## src/rtl/prog_mem_pkg.sv

```systemverilog
// Shared types and default sizing for the loadable program memory.
package prog_mem_pkg;

  typedef enum logic {
    LOAD = 1'b0,
    RUN  = 1'b1
  } state_t;

  localparam int DEF_DATA_W = 32;
  localparam int DEF_DEPTH  = 32;

endpackage

```

## src/rtl/prog_mem_ram.sv

```systemverilog
// Simple dual-port synchronous RAM: one write port, one registered read port.
module prog_mem_ram
  import prog_mem_pkg::*;
#(
  parameter int DATA_W = DEF_DATA_W,
  parameter int DEPTH  = DEF_DEPTH,
  localparam int ADDR_W = $clog2(DEPTH)
) (
  input  logic              clk,
  input  logic              wr_en,
  input  logic [ADDR_W-1:0] wr_addr,
  input  logic [DATA_W-1:0] wr_data,
  input  logic              rd_en,
  input  logic [ADDR_W-1:0] rd_addr,
  output logic [DATA_W-1:0] rd_data
);

  // No reset on the array or read register so this maps onto block RAM.
  logic [DATA_W-1:0] mem [DEPTH];

  always_ff @(posedge clk) begin
    if (wr_en) begin
      mem[wr_addr] <= wr_data;
    end
  end

  always_ff @(posedge clk) begin
    if (rd_en) begin
      rd_data <= mem[rd_addr];
    end
  end

endmodule

```

## src/rtl/prog_mem_loader.sv

```systemverilog
// Loadable program memory: streaming boot load, then bounds-checked
// instruction fetch with one-cycle latency.
module prog_mem_loader
  import prog_mem_pkg::*;
#(
  parameter int DATA_W = DEF_DATA_W,
  parameter int DEPTH  = DEF_DEPTH,
  localparam int ADDR_W = $clog2(DEPTH)
) (
  input  logic              clk,
  input  logic              rst,
  input  logic              ld_valid,
  input  logic [DATA_W-1:0] ld_data,
  input  logic              ld_last,
  output logic              ld_ready,
  output logic [ADDR_W:0]   ld_count,
  input  logic              reload,
  output logic              prog_ready,
  input  logic              fetch_req,
  input  logic [ADDR_W-1:0] fetch_addr,
  output logic              fetch_valid,
  output logic [DATA_W-1:0] fetch_data,
  output logic              fetch_err
);

  state_t            state_reg, state_next;
  logic [ADDR_W-1:0] wptr_reg, wptr_next;
  logic [ADDR_W:0]   count_reg, count_next;
  logic              wr_en;
  logic              fetch_ok;
  logic              resp_valid_reg, resp_ok_reg;
  logic [DATA_W-1:0] rd_data;

  always_ff @(posedge clk or posedge rst) begin
    if (rst) begin
      state_reg <= LOAD;
      wptr_reg  <= '0;
      count_reg <= '0;
    end else begin
      state_reg <= state_next;
      wptr_reg  <= wptr_next;
      count_reg <= count_next;
    end
  end

  always_comb begin
    state_next = state_reg;
    wptr_next  = wptr_reg;
    count_next = count_reg;
    wr_en      = 1'b0;
    case (state_reg)
      LOAD: begin
        // A reload while loading restarts the program and drops this cycle's word.
        if (reload) begin
          wptr_next  = '0;
          count_next = '0;
        end else if (ld_valid) begin
          wr_en      = 1'b1;
          wptr_next  = wptr_reg + 1'b1;
          count_next = count_reg + 1'b1;
          if (ld_last || (wptr_reg == ADDR_W'(DEPTH - 1))) begin
            state_next = RUN;
          end
        end
      end
      RUN: begin
        if (reload) begin
          state_next = LOAD;
          wptr_next  = '0;
          count_next = '0;
        end
      end
      default: begin
        state_next = LOAD;
      end
    endcase
  end

  // Request is good only against the current program; reload takes priority.
  assign fetch_ok = fetch_req && (state_reg == RUN) && !reload &&
                    ({1'b0, fetch_addr} < count_reg);

  always_ff @(posedge clk or posedge rst) begin
    if (rst) begin
      resp_valid_reg <= 1'b0;
      resp_ok_reg    <= 1'b0;
    end else begin
      resp_valid_reg <= fetch_req;
      resp_ok_reg    <= fetch_ok;
    end
  end

  prog_mem_ram #(
    .DATA_W (DATA_W),
    .DEPTH  (DEPTH)
  ) u_ram (
    .clk     (clk),
    .wr_en   (wr_en && !rst),
    .wr_addr (wptr_reg),
    .wr_data (ld_data),
    .rd_en   (fetch_req),
    .rd_addr (fetch_addr),
    .rd_data (rd_data)
  );

  assign ld_ready    = (state_reg == LOAD);
  assign prog_ready  = (state_reg == RUN);
  assign ld_count    = count_reg;
  assign fetch_valid = resp_valid_reg;
  assign fetch_err   = resp_valid_reg && !resp_ok_reg;
  // The RAM read register is unreset; the ok flag masks it to zero on errors.
  assign fetch_data  = resp_ok_reg ? rd_data : '0;

endmodule

```

## config.mk

```make
export PLATFORM = sky130hd
export DESIGN_NAME = prog_mem_loader
export DESIGN_NICKNAME = d
export VERILOG_FILES = /design/src/rtl/prog_mem_pkg.sv /design/src/rtl/prog_mem_ram.sv /design/src/rtl/prog_mem_loader.sv
export SDC_FILE = /design/constraint.sdc
export NUM_CORES = 1
export LEC_CHECK = 0
export CAP_MARGIN = 5
export CORE_ASPECT_RATIO = 0.75
export CORE_MARGIN = 2
export CORE_UTILIZATION = 50
export DETAILED_ROUTE_END_ITERATION = 8
export HOLD_SLACK_MARGIN = 0.08
export PLACE_DENSITY = 0.66
export SETUP_SLACK_MARGIN = 0.1
export SLEW_MARGIN = 20
export SYNTH_ARGS = -nofsm -noshare
export SYNTH_HDL_FRONTEND = slang
export SYNTH_SLANG_ARGS = --single-unit
```

## constraint.sdc

```tcl
create_clock -name clk -period 3.3 [get_ports clk]
set_input_delay 0.495 -clock clk [delete_from_list [all_inputs] [get_ports clk]]
set_output_delay 0.495 -clock clk [all_outputs]
set_load 0.005 [all_outputs]
```

* Yosys cells after proc, flatten, opt, wreduce, memory -nomap -nowiden *
Memory sizes are Yosys's and may differ from the RTL's. A register that Yosys moved wholly into a read port is not among the register bits.
Cells that the tools add are included.

operators by class
  add/subtract/negate cells = 2
  $lt $le $gt $ge = 1
  equal/unequal tests = 3
  mux-type cells = 19
  bitwise gates (word level) = 1
  reductions and logical operators = 10

operator list
  kind                   number
  $mux W32               1
  $mux W6                3
  $mux W5                3
  $pmux W6 S2            1
  $pmux W5 S2            1
  $mux W1                9
  $add A6 B1 Y6 const B  1
  $lt A5 B6 Y1           1
  $add A5 B1 Y5 const B  1
  $eq A5 B5 Y1 const B   1
  $logic_and A1 B1 Y1    5
  $logic_not A1 Y1       3
  $ne A3 B2 Y1 const B   1
  $ne A2 B2 Y1 const B   1
  $pmux W1 S2            1
  $reduce_and A2 Y1      1
  $logic_or A1 B1 Y1     1
  $not A1 Y1             1

word-level totals
  register bits after elaboration = 14
  RAM bits = 1024
  output and inout port bits = 42
  logic and storage cells = 42
  memories = 1

memories
  memory     depth  bits a word  rd ports  clocked after memory_dff  write ports  line                source
  u_ram.mem  32     32           1         1                         1            prog_mem_ram.sv:19  logic [DATA_W-1:0] mem [DEPTH];

* Logic depth before layout (Yosys ltp) *
Gate-level depths: netlist of run 1.

  depth in word-level cells = 6
  depth in mapped cells = 8
  depth with buffers taken out = 6

* Hierarchy *
Synthesis of run 1 repeated with hierarchy kept, for this count alone.

second synthesis, totals
  cells, all modules = 2375
  area, all modules = 41777.6 µm²

modules (own cells, without submodules)
  module           times used  cells an instance  area an instance (µm²)
  prog_mem_ram     1           2260               40805.4
  prog_mem_loader  1           115                972.2

* Worst setup path before layout of run 1 *
No wires, ideal clock.

  kind = input port to flip-flop
  from = in ld_valid
  to = mem u_ram.mem[30][0] (netlist name) (enable)
  library setup time = 0.421 ns
  arrival time = 2.571 ns
  required time = 2.879 ns
  path slack = 0.308 ns
  stages on the path = 4
  buffers on the path = 0
  path through = nor2b_1 nor3b_2 nand2_1 nor2_1

between the ends
  cells in the longest elaborated chain, start to end = 6

RTL lines
  what                           line                   source
  start: declaration             prog_mem_loader.sv:12  input logic ld_valid,
  $mux W1                        prog_mem_loader.sv:57  end else if (ld_valid) begin
  $mux W1                        prog_mem_loader.sv:54  if (reload) begin
  $mux W1                        prog_mem_loader.sv:51  case (state_reg)
  $logic_and A1 B1 Y1            prog_mem_loader.sv:98  .wr_en (wr_en && !rst),
  $mux W1                        prog_mem_ram.sv:22     if (wr_en) begin
  $mux W1 (implied by the code)  prog_mem_ram.sv:23     mem[wr_addr] <= wr_data;
  end: declaration               prog_mem_ram.sv:19

No other way between the ends.

* Final worst setup path of run 1 *
  from = reg resp_ok_reg
  to = out fetch_data[13]

between the ends
  cells in the longest elaborated chain, start to end = 1

RTL lines
  what                      line                    source
  start: declaration        prog_mem_loader.sv:31   logic resp_valid_reg, resp_ok_reg;
  start signal: assignment  prog_mem_loader.sv:89   resp_ok_reg <= fetch_ok;
  $mux W32                  prog_mem_loader.sv:112  assign fetch_data = resp_ok_reg ? rd_data : '0;
  end: declaration          prog_mem_loader.sv:22   output logic [DATA_W-1:0] fetch_data,

No other way between the ends.

==> summary.md, run 1 <==
| Metric | Value |
|---|---|
| Drt first pass iters | `5` |
| Port bufs | `84` |
| Core Area | `82500 um^2` |
| Count of maximum capacitance violations | `0` |
| Critical path, cell by cell | `and2_1 -> clkdlybuf4s50_1` |
| Status | `complete, no violations` |
| CP endpoint kind | `primary output` |
| Number of synthesized flops with an enable pin | `1056` |
| Clock buffer count from CTS | `100` |
| Chip height | `254 um` |
| Cell variety after synth | `34` |
| CTS H-tree lvls | `3` |
| Worst path bufs/invs | `1` |
| DRT iter0 DRCs | `2245` |
| Most common cell in the netlist | `edfxtp_1` |
| Yosys warning count | `0` |
| Initial antenna violation count | `5` |
| Layout cell share with drive strength beyond 1 | `0.131` |
| Clk_lat worst skew | `0.66 ns` |
| Asr flop ratio synth | `0.0131` |
| First-pass GRT wire length | `149000 um` |
| Final setup fails | `0` |
| Register area share after synthesis | `0.766` |
| Post-synth top cells | `1056 x edfxtp_1, 513 x mux2i_1, 104 x nand2_1, 99 x a21oi_1, 97 x nand3_1` |
| Post-synth top area cell | `edfxtp_1` |
| WHS | `0.252 ns` |
| Tmin final | `2.97 ns` |
| Biggest register | `u_ram.mem` |
| Worst-Margin Slew | `1.16 ns` |
| DRC Markers | `0` |
| Post-detail-place hpwl | `59500 um` |
| Power per standard cell area | `585 nW/um^2` |
| Worst path top cell family by delay | `flip-flops` |
| Post-Syn Area | `41800 um^2` |
| Total global-route track usage | `0.240` |
| Starting Density | `0.507` |
| Place WS | `0.337 ns` |
| Area of the multi-input gates | `9190 um^2` |
| Count of cells resized by post-cts repair | `0` |
| RSZ-0062 raised after global routing | `no` |
| Clk buf depth | `3` |
| Avg Cell Area, Syn | `17.6 um^2` |
| Worst reg2reg path startpoint | `prog_ready` |
| CTS root buf | `clkbuf_16` |
| Skew final | `0.0191 ns` |
| Setup TNS | `0 ns` |
| Fin. max-slew vios | `0` |
| Worst setup path category | `reg -> out` |
| Fmax | `0.337 GHz` |
| Grt total ovfl | `0` |
| Inst Count DP | `3580` |
| Total wire length | `102000 um` |
| Area of the die | `86000 um^2` |
| Pwr Total | `28.3 mW` |
| Syn Inst Count | `2376` |
| Mapped Nets | `2429` |
| Routed wire per std cell | `27.1 um` |
| Max stage delay cell, worst path | `dfrtp_1` |
| Type of the most critical hold path | `in -> async` |
| RePlAce Congestion | `0.812` |
| DRT antenna net count | `0` |
| Fin crit share | `0.900` |
| Final worst slack | `0.328 ns` |
| Top FF cell, synth | `edfxtp_1` |
| Via count of the first global-routing pass | `22141` |
| Final hold vios | `0` |
| Top-level port count | `85` |
| Register bit total from synthesis | `1070` |
| Clock sink total | `1070` |
| Startpoint class of the critical path | `flip-flop` |
| Number of flip-flops in the largest register | `1024` |
| Maximum vdd drop | `0.000446 V` |
| Critical path arrival | `2.48 ns` |
| CTS tree | `built` |
| Flop2flop setup slack | `1.03 ns` |
| Routed vias/inst | `5.90` |
| Fillers | `6080` |
| Seq. cell area | `32100 um^2` |
| Net count, final | `2620` |
| Worst-path fanout max | `15` |
| Synth top area share | `0.758` |
| Area contributors post-synth | `edfxtp_1 76%, mux2i_1 12%, a22oi_1 1.7%` |
| Die W | `338 um` |
| R2R cell count | `6` |
| Rel. slew slack | `0.226` |
| # rows | `91` |
| Area Overhead vs Synth | `15.7%` |
| Vias | `22228` |
| Reg2reg end | `u_ram.mem[21][26]` |
| Max stage delay on crit path | `0.82 ns` |
| Critical Path RT | `2.80 ns` |
| Static Leak | `16.9 nW` |
| Clock transition at path regs | `0.06 ns` |
| Final cell count without fillers | `3770` |
| Largest net degree at the start of global routing | `54` |
## layout by cell type, fill, tap and decap left out, types with 11 or more instances in the layout
master           instances
edfxtp_1              1056
mux2i_1                513
nand2_1                103
clkbuf_16              103
buf_4                  101
a21oi_1                 99
nand3_1                 97
a22oi_1                 96
clkdlybuf4s50_1         73
a22o_1                  64
buf_12                  37
nor2_4                  33
a31oi_1                 33
nor3_1                  32
and2_1                  32
clkinv_1                21
clkinv_2                19
bufinv_16               17
nor2_1                  14
dfrtp_1                 14
clkbuf_1                11
## layout make-up
cell class | instances | area share
Clock inverter | 72 | 0.0166
Inverter | 10 | 0.000775
Tap cell | 1116 | 0.0288
Sequential cell | 1070 | 0.662
Clock buffer | 114 | 0.0541
Timing Repair Buffer | 223 | 0.0476
Multi-Input combinational cell | 1162 | 0.190
Antenna cell | 3 | 0.000155
## worst max path at each step
stage | slack [ns] | to | from | cells past startpoint
6_report | 0.33 | fetch_data[13] | resp_ok_reg | 2
5_1_grt | 0.24 | fetch_data[29] | resp_ok_reg | 3
4_1_cts | 0.29 | fetch_data[19] | resp_ok_reg | 3
3_5_place_dp | 0.34 | u_ram.rd_data[31] | fetch_addr[1] | 7
3_3_place_gp | 0.36 | u_ram.rd_data[31] | fetch_addr[1] | 7
2_1_floorplan | 0.31 | u_ram.mem[30][0] | ld_valid | 4
## metrics by stage
step                area [um^2]  utilization
finish                    48400        0.587
global route              48400        0.586
CTS                       48500        0.587
detailed placement        45000        0.545
global placement          45000        0.545
floorplan                 41800            -
## kinds of logic after synthesis
group,count (synthesis),share of synthesized area
simple gates,334,0.0374
mux,513,0.123
buf+inv,144,0.0204
xor+xnor,8,0.00168
compound gates,297,0.0483
flops,1070,0.766
fa+ha+maj,10,0.00299
## worst register-to-register path, delay by kind of cell, from the launching register on
family / cells / cell delay [ns]
simple gates: 4 / 1.04
buf+inv: 2 / 0.50
flops: 1 / 0.39
## power breakdown
| part | internal [mW] | switching (mW) | total, mW | leakage (nW) |
|---|---|---|---|---|
| clock | 7.03 | 4.93 | 12.0 | 1.65 |
| sequential | 15.0 | 0.0576 | 15.1 | 9.71 |
| combinational | 0.475 | 0.844 | 1.32 | 5.51 |
## routing by layer
| metal | track usage | vias up | routed length [um] |
|---|---|---|---|
| li1 | - | 9752 | - |
| met1 | 0.342 | 11363 | 42900 |
| met2 | 0.367 | 947 | 46800 |
| met3 | 0.0541 | 166 | 9130 |
| met4 | 0.0813 | 0 | 3240 |
| met5 | 0 | - | 0 |
## repair_timing
| action | in CTS | in global routing |
|---|---|---|
| hold endpoints to repair | 1 | 0 |
| hold buffers | 1 | 0 |
| setup buffers | 0 | 0 |
Power figures use the tool's default switching activity.
==> inputs of run 2 (changes only) <==
clock period = 2.83 ns   (was 3.3 ns; I/O delays follow)
==> run 2 against run 1 <==
First-iteration DRC count grew 34%. Sequential power is 17% higher. Wire length increased by 3.9%.
==> summary.md, run 2 (synthesis gave the netlist of run 1 again) <==
| Metric | Value |
|---|---|
| Post-detail-place hpwl | `61400 um (+3.2%)` |
| Post-route cell area | `49100 um^2 (+1.4%)` |
| Max stage delay cell, worst path | `clkdlybuf4s50_1` |
| Fin. max-slew vios | `0 (unchanged)` |
| Fin crit share | `0.944` |
| Final setup fails | `0 (unchanged)` |
| Most frequent cells in the layout | `1056 x edfxtp_1, 513 x mux2i_1, 103 x nand2_1` |
| Drt first pass iters | `6 (+1)` |
| Startpoint class of the critical path | `flip-flop` |
| Routed vias/inst | `5.96 (+1.1%)` |
| Rel. slew slack | `0.311 (+0.0850)` |
| DRT antenna net count | `0 (unchanged)` |
| DRT iter0 DRCs | `3012 (+34%)` |
| Net count, final | `2659 (+1.5%)` |
| Layout cell share with drive strength beyond 1 | `0.134 (+0.00393)` |
| Final cell count without fillers | `3802 (+0.85%)` |
| Total global-route track usage | `0.248 (+0.00800)` |
| Via count of the first global-routing pass | `22227 (+0.39%)` |
| Setup TNS | `0 ns (unchanged)` |
| Clock transition at path regs | `0.06 ns (about the same)` |
| Core Area | `82500 um^2 (unchanged)` |
| RePlAce Congestion | `0.813 (about the same)` |
| Vias | `22664 (+2.0%)` |
| Count of maximum capacitance violations | `0 (unchanged)` |
| Worst reg2reg path startpoint | `prog_ready` |
| Clk buf depth | `3 (unchanged)` |
| Final hold vios | `0 (unchanged)` |
| Crit. Startpoint | `resp_ok_reg` |
| Worst setup path category | `reg -> out` |
| # rows | `91 (unchanged)` |
| Critical path arrival | `2.25 ns (-0.23 ns)` |
| Skew final | `0.0223 ns (+0.00319 ns)` |
| Grt total ovfl | `0 (unchanged)` |
| DP Area | `45800 um^2 (+1.8%)` |
| Largest net degree at the start of global routing | `45 (-17%)` |
| DRC Markers | `0 (unchanged)` |
| Clock buffer count from CTS | `99 (-1.0%)` |
| Number of flip-flops in the largest register | `1024 (unchanged)` |
| Routed wire per std cell | `27.9 um (+3.0%)` |
| Tmin final | `2.67 ns` |
| # hold bufs at CTS | `1 (unchanged)` |
| Top-level port count | `85 (unchanged)` |
| Worst path bufs/invs | `2 (+1)` |
| CTS root buf | `clkbuf_16` |
| Area Overhead vs Synth | `17.4%` |
| Port bufs | `84 (unchanged)` |
| CTS tree | `built` |
| Chip height | `254 um (unchanged)` |
| R2R cell count | `6 (unchanged)` |
| Status | `complete, no violations` |
| Type of the most critical hold path | `in -> async` |
| Final worst slack | `0.159 ns (-0.169 ns)` |
| Clk_lat worst skew | `0.67 ns (about the same)` |
| Inst Count DP | `3620 (+1.1%)` |
| Place WS | `0.0725 ns (-0.265 ns)` |
| Area of the die | `86000 um^2 (unchanged)` |
| Count of cells resized by post-cts repair | `0 (unchanged)` |
| Cell depth of the worst setup path | `3 (+1)` |
| Die W | `338 um (unchanged)` |
| Critical Path RT | `2.41 ns (-0.39 ns)` |
| RSZ-0062 raised after global routing | `no` |
| Clock sink total | `1070 (unchanged)` |
| Worst path top cell family by delay | `buffers and inverters` |
| Initial antenna violation count | `8 (+3)` |
| CP endpoint kind | `primary output` |
| Setup Fix Bufs, Post-CTS | `0 (unchanged)` |
| Total wire length | `106000 um (+3.9%)` |
| Pwr Total | `32.8 mW (+16%)` |
| Fmax | `0.374 GHz` |
| Most common cell after layout, fill and taps aside | `edfxtp_1` |
| Power per standard cell area | `667 nW/um^2 (+14%)` |
| Worst-path fanout max | `21 (+6)` |
| Worst-Margin Slew | `1.03 ns (-0.127 ns)` |
| First-pass GRT wire length | `153000 um (+2.7%)` |
| CTS H-tree lvls | `3 (unchanged)` |
| Static Leak | `17.1 nW (+1.6%)` |
| Starting Density | `0.507 (unchanged)` |
| Maximum vdd drop | `0.000512 V (+15%)` |
| Biggest register | `u_ram.mem` |
| Critical path, cell by cell | `buf_4 -> and2_1 -> clkdlybuf4s50_1` |
| Max stage delay on crit path | `0.53 ns (-0.29 ns)` |
==> run 2: changes by cell type in the layout (fill, tap and decap cells not counted), moves of 3 or more <==
cell / before / now
buf_12: 37 / 76
buf_2: 10 / 1
clkbuf_1: 11 / 15
clkbuf_16: 103 / 100
clkdlybuf4s50_1: 73 / 82
clkinv_1: 21 / 27
clkinv_2: 19 / 13
clkinv_4: 4 / 1
clkinvlp_4: 10 / 2
==> run 2: path summary, 6_finish.rpt <==
| kind | slack [ns] | endpoint |
|---|---|---|
| min in group clk | 0.37 | prog_ready |
| setup reg to reg | 0.82 | u_ram.mem[24][12] |
| setup / recovery | 0.16 | fetch_data[30] |
| hold reg to reg | 0.61 | prog_ready |
| max in group asynchronous | 2.28 | wptr_reg[4] |
| hold / removal | 0.17 | fetch_valid |
==> run 2: per-stage QoR <==
stage | util | hold slack [ns]
2_1_floorplan | - | 0.314
5_1_grt | 0.595 | 0.213
3_5_place_dp | 0.555 | 0.600
6_report | 0.595 | 0.166
4_1_cts | 0.595 | 0.148
3_3_place_gp | 0.555 | 0.568
==> run 2: layer usage <==
layer | wire [um] | up-vias | GRT usage
li1 | - | 9850 | -
met5 | 12 | - | 0
met1 | 46200 | 11519 | 0.370
met3 | 9870 | 145 | 0.0543
met4 | 2090 | 2 | 0.0560
met2 | 47800 | 1148 | 0.375
==> run 2: power by group <==
group          total, mW  internal, mW  switching (mW)  leakage (nW)
Sequential          17.6          17.5          0.0749          9.71
Combinational       1.62         0.625           0.999          5.83
Clock               13.6          7.88            5.70          1.60
Total               32.8          26.0            6.77          17.1
==> run 2: worst register-to-register path, stage by stage, from the launching register on <==
cell	delay (ns)
dfrtp_1	0.39
nor2b_1	0.15
nor3b_2	0.31
nand2_1	0.09
buf_4	0.22
nor2_4	0.18
buf_12	0.30
==> run 2: layout make-up <==
class	count	area (um^2)
timing repair buffer	263	3140
clock inverter	63	703
inverter	10	37.5
fill	5981	33400
multi-input combinational	1162	9190
antenna	1	2.50
tap	1116	1400
clock buffer	117	2590
sequential	1070	32100
